$ cat config.mk
export PLATFORM = sky130hd
export DESIGN_NAME = drive_cmd_tx_flat
export DESIGN_NICKNAME = d
export VERILOG_FILES = /design/src/rtl/drive_cmd_tx_if.sv /design/src/rtl/drive_cmd_tx.sv /design/src/flat_wrapper.sv
export SDC_FILE = /design/constraint.sdc
export NUM_CORES = 1
export LEC_CHECK = 0
export ABC_CLOCK_PERIOD_IN_PS = 2490
export CORE_MARGIN = 5
export CORE_UTILIZATION = 50
export CTS_BUF_LIST = sky130_fd_sc_hd__clkbuf_4 sky130_fd_sc_hd__clkbuf_8 sky130_fd_sc_hd__clkbuf_16
export CTS_CLUSTER_SIZE = 20
export DETAILED_ROUTE_END_ITERATION = 7
export PLACE_DENSITY = 0.7
export SLEW_MARGIN = 30
export SYNTH_ARGS = -nofsm -noshare
export SYNTH_HDL_FRONTEND = slang
export SYNTH_SLANG_ARGS = --single-unit
$ cat constraint.sdc
create_clock -name sys_clk -period 2.49 [get_ports sys_clk]
set_input_delay 0.249 -clock sys_clk [delete_from_list [all_inputs] [get_ports sys_clk]]
set_output_delay 0.249 -clock sys_clk [all_outputs]
set_load 0.01 [all_outputs]
$ cat src/rtl/drive_cmd_tx_if.sv
// Command/serial bundle between the driving-mode logic and the UART command transmitter.
interface drive_cmd_tx_if;
    logic       power;
    logic [1:0] global_state;
    logic [3:0] moving_state;
    logic       tx;
    logic       busy;
    logic       frame_done;

    // Transmitter side: takes the command fields, drives the serial line and status.
    modport slave (
        input  power, global_state, moving_state,
        output tx, busy, frame_done
    );

    // Command source side.
    modport master (
        output power, global_state, moving_state,
        input  tx, busy, frame_done
    );
endinterface

$ cat src/rtl/drive_cmd_tx.sv
// UART 8N1 command transmitter: packs power/global_state/moving_state into one byte
// and sends it whenever it changes, plus a periodic keep-alive copy.
module drive_cmd_tx #(
    parameter int CLKS_PER_BIT   = 10416,
    parameter int REFRESH_CYCLES = 2_000_000
) (
    input  logic            sys_clk,
    input  logic            rst,
    drive_cmd_tx_if.slave   bus
);
    localparam int BW = (CLKS_PER_BIT   > 1) ? $clog2(CLKS_PER_BIT)   : 1;
    localparam int RW = (REFRESH_CYCLES > 1) ? $clog2(REFRESH_CYCLES) : 1;
    localparam logic [BW-1:0] BAUD_LAST = BW'(CLKS_PER_BIT - 1);
    localparam logic [RW-1:0] REF_LAST  = RW'(REFRESH_CYCLES - 1);

    typedef enum logic [1:0] {IDLE, START, DATA, STOP} state_t;

    state_t          r_state;
    logic [7:0]      r_last_sent;
    logic            r_pend;
    logic [RW-1:0]   r_refresh_cnt;
    logic [BW-1:0]   r_baud_cnt;
    logic [2:0]      r_bit_idx;
    logic [7:0]      r_shift;
    logic            r_tx;
    logic            r_busy;
    logic            r_frame_done;

    logic [7:0]      w_cmd;
    logic            w_refresh_hit;
    logic            w_want;
    logic            w_baud_last;

    // Command byte and send request; a reverted change compares equal and sends nothing.
    always_comb begin
        w_cmd         = bus.power ? {1'b0, bus.global_state, 1'b1, bus.moving_state} : 8'h00;
        w_refresh_hit = (r_refresh_cnt == REF_LAST);
        w_want        = r_pend | w_refresh_hit | (w_cmd != r_last_sent);
        w_baud_last   = (r_baud_cnt == BAUD_LAST);
    end

    // Keep-alive timer, free-running regardless of the line state.
    always_ff @(posedge sys_clk or negedge rst) begin
        if (!rst) r_refresh_cnt <= '0;
        else if (w_refresh_hit) r_refresh_cnt <= '0;
        else r_refresh_cnt <= r_refresh_cnt + 1'b1;
    end

    // Frame FSM; pend starts set so a frame goes out right after reset.
    always_ff @(posedge sys_clk or negedge rst) begin
        if (!rst) begin
            r_state      <= IDLE;
            r_last_sent  <= 8'h00;
            r_pend       <= 1'b1;
            r_baud_cnt   <= '0;
            r_bit_idx    <= '0;
            r_shift      <= '0;
            r_tx         <= 1'b1;
            r_busy       <= 1'b0;
            r_frame_done <= 1'b0;
        end else begin
            r_frame_done <= 1'b0;
            // A keep-alive tick during a frame is remembered and served on return to IDLE.
            if (r_state != IDLE && w_refresh_hit) r_pend <= 1'b1;
            case (r_state)
                IDLE: begin
                    if (w_want) begin
                        r_shift     <= w_cmd;
                        r_last_sent <= w_cmd;
                        r_pend      <= 1'b0;
                        r_tx        <= 1'b0;
                        r_busy      <= 1'b1;
                        r_baud_cnt  <= '0;
                        r_state     <= START;
                    end
                end
                START: begin
                    if (w_baud_last) begin
                        r_baud_cnt <= '0;
                        r_tx       <= r_shift[0];
                        r_bit_idx  <= '0;
                        r_state    <= DATA;
                    end else begin
                        r_baud_cnt <= r_baud_cnt + 1'b1;
                    end
                end
                DATA: begin
                    if (w_baud_last) begin
                        r_baud_cnt <= '0;
                        if (r_bit_idx == 3'd7) begin
                            r_tx    <= 1'b1;
                            r_state <= STOP;
                        end else begin
                            r_shift   <= r_shift >> 1;
                            r_bit_idx <= r_bit_idx + 1'b1;
                            r_tx      <= r_shift[1];
                        end
                    end else begin
                        r_baud_cnt <= r_baud_cnt + 1'b1;
                    end
                end
                STOP: begin
                    if (w_baud_last) begin
                        r_baud_cnt   <= '0;
                        r_busy       <= 1'b0;
                        r_frame_done <= 1'b1;
                        r_state      <= IDLE;
                    end else begin
                        r_baud_cnt <= r_baud_cnt + 1'b1;
                    end
                end
                default: r_state <= IDLE;
            endcase
        end
    end

    assign bus.tx         = r_tx;
    assign bus.busy       = r_busy;
    assign bus.frame_done = r_frame_done;
endmodule

$ cat src/flat_wrapper.sv
// flat-port wrapper written by rule: the top's interface ports become plain ports
module drive_cmd_tx_flat 
#(
    parameter int CLKS_PER_BIT   = 10416,
    parameter int REFRESH_CYCLES = 2_000_000
)
  (sys_clk, rst, bus_power, bus_global_state, bus_moving_state, bus_tx, bus_busy, bus_frame_done);
  drive_cmd_tx_if bus_i ();
  input  logic sys_clk;
  input  logic rst;
  input wire logic [$bits(bus_i.power)-1:0] bus_power;
  input wire logic [$bits(bus_i.global_state)-1:0] bus_global_state;
  input wire logic [$bits(bus_i.moving_state)-1:0] bus_moving_state;
  output wire logic [$bits(bus_i.tx)-1:0] bus_tx;
  output wire logic [$bits(bus_i.busy)-1:0] bus_busy;
  output wire logic [$bits(bus_i.frame_done)-1:0] bus_frame_done;
  assign bus_i.power = bus_power;
  assign bus_i.global_state = bus_global_state;
  assign bus_i.moving_state = bus_moving_state;
  assign bus_tx = bus_i.tx;
  assign bus_busy = bus_i.busy;
  assign bus_frame_done = bus_i.frame_done;
  drive_cmd_tx #(.CLKS_PER_BIT(CLKS_PER_BIT), .REFRESH_CYCLES(REFRESH_CYCLES)) u_core (.sys_clk(sys_clk), .rst(rst), .bus(bus_i));
endmodule
Yosys cells after proc, flatten, opt, wreduce, memory -nomap -nowiden
Cells that the tools add are included.
{"block": "op_classes", "eq_ne": 13, "reduce_logical": 14, "muxes": 32, "add_sub_neg": 3, "bitwise_logic": 2}
{"op": "2-to-1 mux 14 bit", "count": 2}
{"op": "one-hot mux 14 bit (2 select lines)", "count": 1}
{"op": "2-to-1 mux 8 bit", "count": 3}
{"op": "adder 21 x 1 -> 21 bit (second input constant)", "count": 1}
{"op": "== test 21 bit (second input constant)", "count": 1}
{"op": "2-to-1 mux 21 bit", "count": 1}
{"op": "one-hot mux 8 bit (2 select lines)", "count": 1}
{"op": "adder 14 x 1 -> 14 bit (second input constant)", "count": 1}
{"op": "== test 14 bit (second input constant)", "count": 1}
{"op": "AND reduction 4 bit", "count": 3}
{"op": "2-to-1 mux 1 bit", "count": 11}
{"op": "2-to-1 mux 2 bit", "count": 5}
{"op": "inequality test 2 x 1 -> 1 bit (second input constant)", "count": 5}
{"op": "2-to-1 mux 3 bit", "count": 3}
{"op": "inequality test 8 bit", "count": 1}
{"op": "one-hot mux 2 bit (4 select lines)", "count": 1}
{"op": "nonzero test 2 bit", "count": 4}
{"op": "2-to-1 mux 7 bit", "count": 1}
{"op": "one-hot mux 3 bit (2 select lines)", "count": 1}
{"op": "AND reduction 5 bit", "count": 1}
{"op": "== test 2 bit (second input constant)", "count": 2}
{"op": "adder 3 x 1 -> 3 bit (second input constant)", "count": 1}
{"op": "== test 3 bit (second input constant)", "count": 1}
{"op": "one-hot mux 1 bit (3 select lines)", "count": 1}
{"op": "other kinds (10)", "count": 11}
{"block": "word_totals", "out_inout_bits": 3, "reg_bits": 60, "inputBits": 9}

Longest topological paths before layout
{"block": "depth", "ltp_word": 5, "ltp_mapped": 8}

Least setup slack after synthesis
No wires, ideal clock.
{"block": "synth_timing", "path_type": "reg2reg", "from": "register u_core.r_refresh_cnt[13]", "to": "register u_core.r_tx, in the netlist u_core.bus.tx", "required_time_ns": 2.405, "slack_ns": 0.069, "t_arrival_ns": 2.336, "setup_time_ns": 0.085, "path_stages_with_launch": 7, "n_path_buf": 1, "cell_sequence": "dfrtp_1 -> or4_1 -> or4_1 -> buf_2 -> o211a_4 -> a211oi_2 -> mux2_1"}
{"block": "synth_between", "elab_chain_len": 5}
{"element": "start, declared", "line": "drive_cmd_tx.sv:21", "text": "logic [RW-1:0] r_refresh_cnt;"}
{"element": "start signal, assigned", "line": "drive_cmd_tx.sv:46", "text": "else r_refresh_cnt <= r_refresh_cnt + 1'b1;"}
{"element": "== test 21 bit", "line": "drive_cmd_tx.sv:37", "text": "w_refresh_hit = (r_refresh_cnt == REF_LAST);"}
{"element": "OR 1 bit (2 in series)", "line": "drive_cmd_tx.sv:38", "text": "w_want = r_pend | w_refresh_hit | (w_cmd != r_last_sent);"}
{"element": "inequality test 2 x 1 -> 1 bit (no line)"}
{"element": "AND reduction 4 bit (no line)"}
{"element": "end signal, assigned", "line": "drive_cmd_tx.sv:80", "text": "r_tx <= r_shift[0];"}
{"element": "end signal, assigned", "line": "drive_cmd_tx.sv:96", "text": "r_tx <= r_shift[1];"}
{"element": "end, declared", "line": "drive_cmd_tx.sv:25", "text": "logic r_tx;"}
Every way passes these cells.
A chain may end at the register's enable or synchronous reset.

Worst setup path after layout
Same ends and word-level chain as after synthesis.

==> impl_metrics.py <==
metrics = {
    "outcome": {
        "status": "complete, no violations",
    },
    "drt": {
        "drt_wl_total_um": 6420,
        "vias": 2448,
        "viasPerCell": 5.90,
        "detail-route-antenna-nets": 0,
        "drt_first_pass_iters": 4,
        "drt_iter0_drc": 62,
        "wl_per_cell_um": 15.5,
        "route.detailed.drc": 0,
    },
    "power_and_ir_drop": {
        "ir_drop_v": 0.000323,
        "power_density_nw_per_um2": 559,
        "power_leakage_nw": 1.68,
    },
    "placed_design": {
        "place.gp.congestion": 0.848,
        "numPortBuffers": 11,
        "dp_hpwl_um": 4330,
    },
    "clock_network": {
        "cts_resized": 0,
        "cts_buffers": 9,
        "clk_latency_ns": 0.34,
        "cts_tree": "built",
        "cts_root_buf": "clkbuf_8",
        "h-tree-depth": 3,
        "clk_pin_slew_ns": 0.07,
        "post_cts_buffers": 0,
        "postCtsHoldBufs": 0,
        "cts_sinks": 58,
        "clockBufferDepth": 2,
    },
    "yosys": {
        "yosysTopAreaCell": "dfrtp_1",
        "synthTopCellsByArea": "dfrtp_1 45%, mux2_2 3.6%, nand2_1 3.5%, xnor2_1 3.4%, nor2_1 3.3%",
        "ys_warn_count": 0,
        "synthArstFlopShare_pct": 100,
        "yosys_register_bits": 58,
        "netlist.area_leader.share_pct": 45.2,
        "ys_seq_area_share_pct": 46.9,
        "synth-edff-count": 0,
        "syn-num-nets": 325,
        "syn_area_sq_um": 3100,
        "ys.flop_type": "dfrtp_1",
        "synthDistinctLibCells": 47,
        "avgSynthCellArea_sq_um": 10.1,
        "syn-instance-count": 308,
    },
    "sta": {
        "drv_slew": 0,
        "whs_ns": 0.0438,
        "setup-tns-final_ns": 0,
        "setup_viol": 0,
        "fin_crit_ns": 2.39,
        "fmaxAchievable_mhz": 418,
        "rsz0062_at_grt": "no",
        "hold_viol": 0,
        "period_share_pct": 96.1,
        "fin_skew_ns": 0.00912,
        "tightest_slew_ns": 0.736,
        "max_slew_margin_pct": 50.9,
    },
    "critical_path": {
        "critPathArrivalTime_ns": 2.66,
        "cp_data_required_time_ns": 2.75,
        "worstSetupEndpointType": "flop",
        "crit_path_max_fanout": 7,
        "startpoint_type": "flop",
        "path_class": "flop to flop",
    },
    "die": {
        "initial_utilization_pct": 51.8,
        "placementRows": 28,
        "ios": 12,
        "core-area_sq_um": 5990,
        "dieArea_sq_um": 7880,
        "fp.dieH_um": 88.8,
        "dieWidth_um": 88.8,
    },
    "finish": {
        "drive_gt1_share_pct": 16.2,
        "n_fill_cell": 509,
        "fin_nets": 352,
        "insertedDiodeCount": 0,
        "area_delta_synth_final_pct": 16.7,
        "multi_input_area_sq_um": 1590,
        "final_cell_mix": "56 x dfrtp_1, 29 x nand2_1, 26 x nor2_1, 16 x o21ai_0, 15 x nand3_1",
        "final_common_cell": "dfrtp_1",
        "regArea_sq_um": 1450,
    },
    "global_routing": {
        "track_usage_pct": 18.6,
        "antenna_found_initial": 0,
        "grt_pass1_wl_um": 11400,
        "grt_max_degree": 59,
        "grt_pass1_vias": 2492,
        "overflow": 0,
    },
    "hold_path": {
        "hold_class": "input port to async pin",
    },
    "run": {
        "maxCapViolations": 0,
    },
}
## final cells by class
cell class	count	share of cell area, %
multi-input cells	231	43.8
flip-flops and latches	58	40.2
repair buffers	25	5.81
clock buffers	12	4.56
well taps	75	2.59
clock inverters	4	2.00
inverters	10	1.04
## routing by layer
metal	up-vias	global-route usage, %	wire [um]
met5	-	0	0
met4	0	4.95	61
met3	9	5.03	239
met2	44	30.2	3030
met1	1217	24.5	3090
li1	1178	-	-
## where the power goes
part,switching [mW],leakage [nW],internal (mW)
logic,0.0347,0.822,0.0204
clock network,0.381,0.119,0.644
registers,0,0.742,0.942
total,0.416,1.68,1.61
## cell families after synthesis
kind of cell,Yosys count,share of synthesized area (%)
buffers and inverters,19,2.34
adder cells (fa/ha/maj),8,3.23
flip-flops,58,46.9
AND/OR/NAND/NOR,119,19.8
AO/OA/AOI/OAI,61,13.6
XOR/XNOR,21,5.93
multiplexers,22,8.19
## cell usage after synthesis (all sizes together) (8+ instances only)
library cell	instances
ha	8
nand4	10
o21ai	18
nor2	27
xor2	9
nand3	15
clkbuf	8
inv	9
dfrtp	56
a21oi	9
xnor2	12
nand2	29
a31oi	9
mux2	15
## critical path, cell delays in order (launching register included)
cell,delay [ns]
dfrtp_1,0.37
or4_1,0.53
or4_4,0.54
o211a_4,0.31
a211oi_2,0.23
mux2_1,0.34
## final timing paths
kind / from / endpoint / slack [ns] / cells past startpoint
setup / recovery: u_core.r_refresh_cnt[13] / u_core.bus.tx / 0.1 / 5
setup reg to reg: u_core.r_refresh_cnt[13] / u_core.bus.tx / 0.1 / 5
max in group asynchronous: rst / u_core.r_refresh_cnt[2] / 1.95 / 2
hold / removal: rst / u_core.r_last_sent[3] / 0.04 / 2
min in group sys_clk: u_core.r_refresh_cnt[0] / u_core.r_refresh_cnt[0] / 0.47 / 1
hold reg to reg: u_core.r_refresh_cnt[0] / u_core.r_refresh_cnt[0] / 0.47 / 1
## flip-flops by register name (all words and copies together), names as in the netlist
name                   count
u_core.r_shift             7
u_core.r_pend              1
u_core.bus.busy            1
u_core.bus.frame_done      1
u_core.r_last_sent         7
u_core.r_bit_idx           3
u_core.bus.tx              1
u_core.r_state             2
u_core.r_refresh_cnt      21
u_core.r_baud_cnt         14
## per-stage QoR
stage                     worst slack [ns]  util, %  power [mW]  area, sq um  cells
after floorplan                     0.0694        -       0.974         3100    308
after global placement              0.0839     56.3        1.02         3370    399
after detailed placement            0.0150     56.3        1.02         3370    399
after CTS                           0.0284     60.3        2.04         3610    415
after global routing                0.0185     60.4        2.09         3620    415
final                               0.0962     60.4        2.02         3620    415
Note: power is estimated with default switching activity, not from simulation.
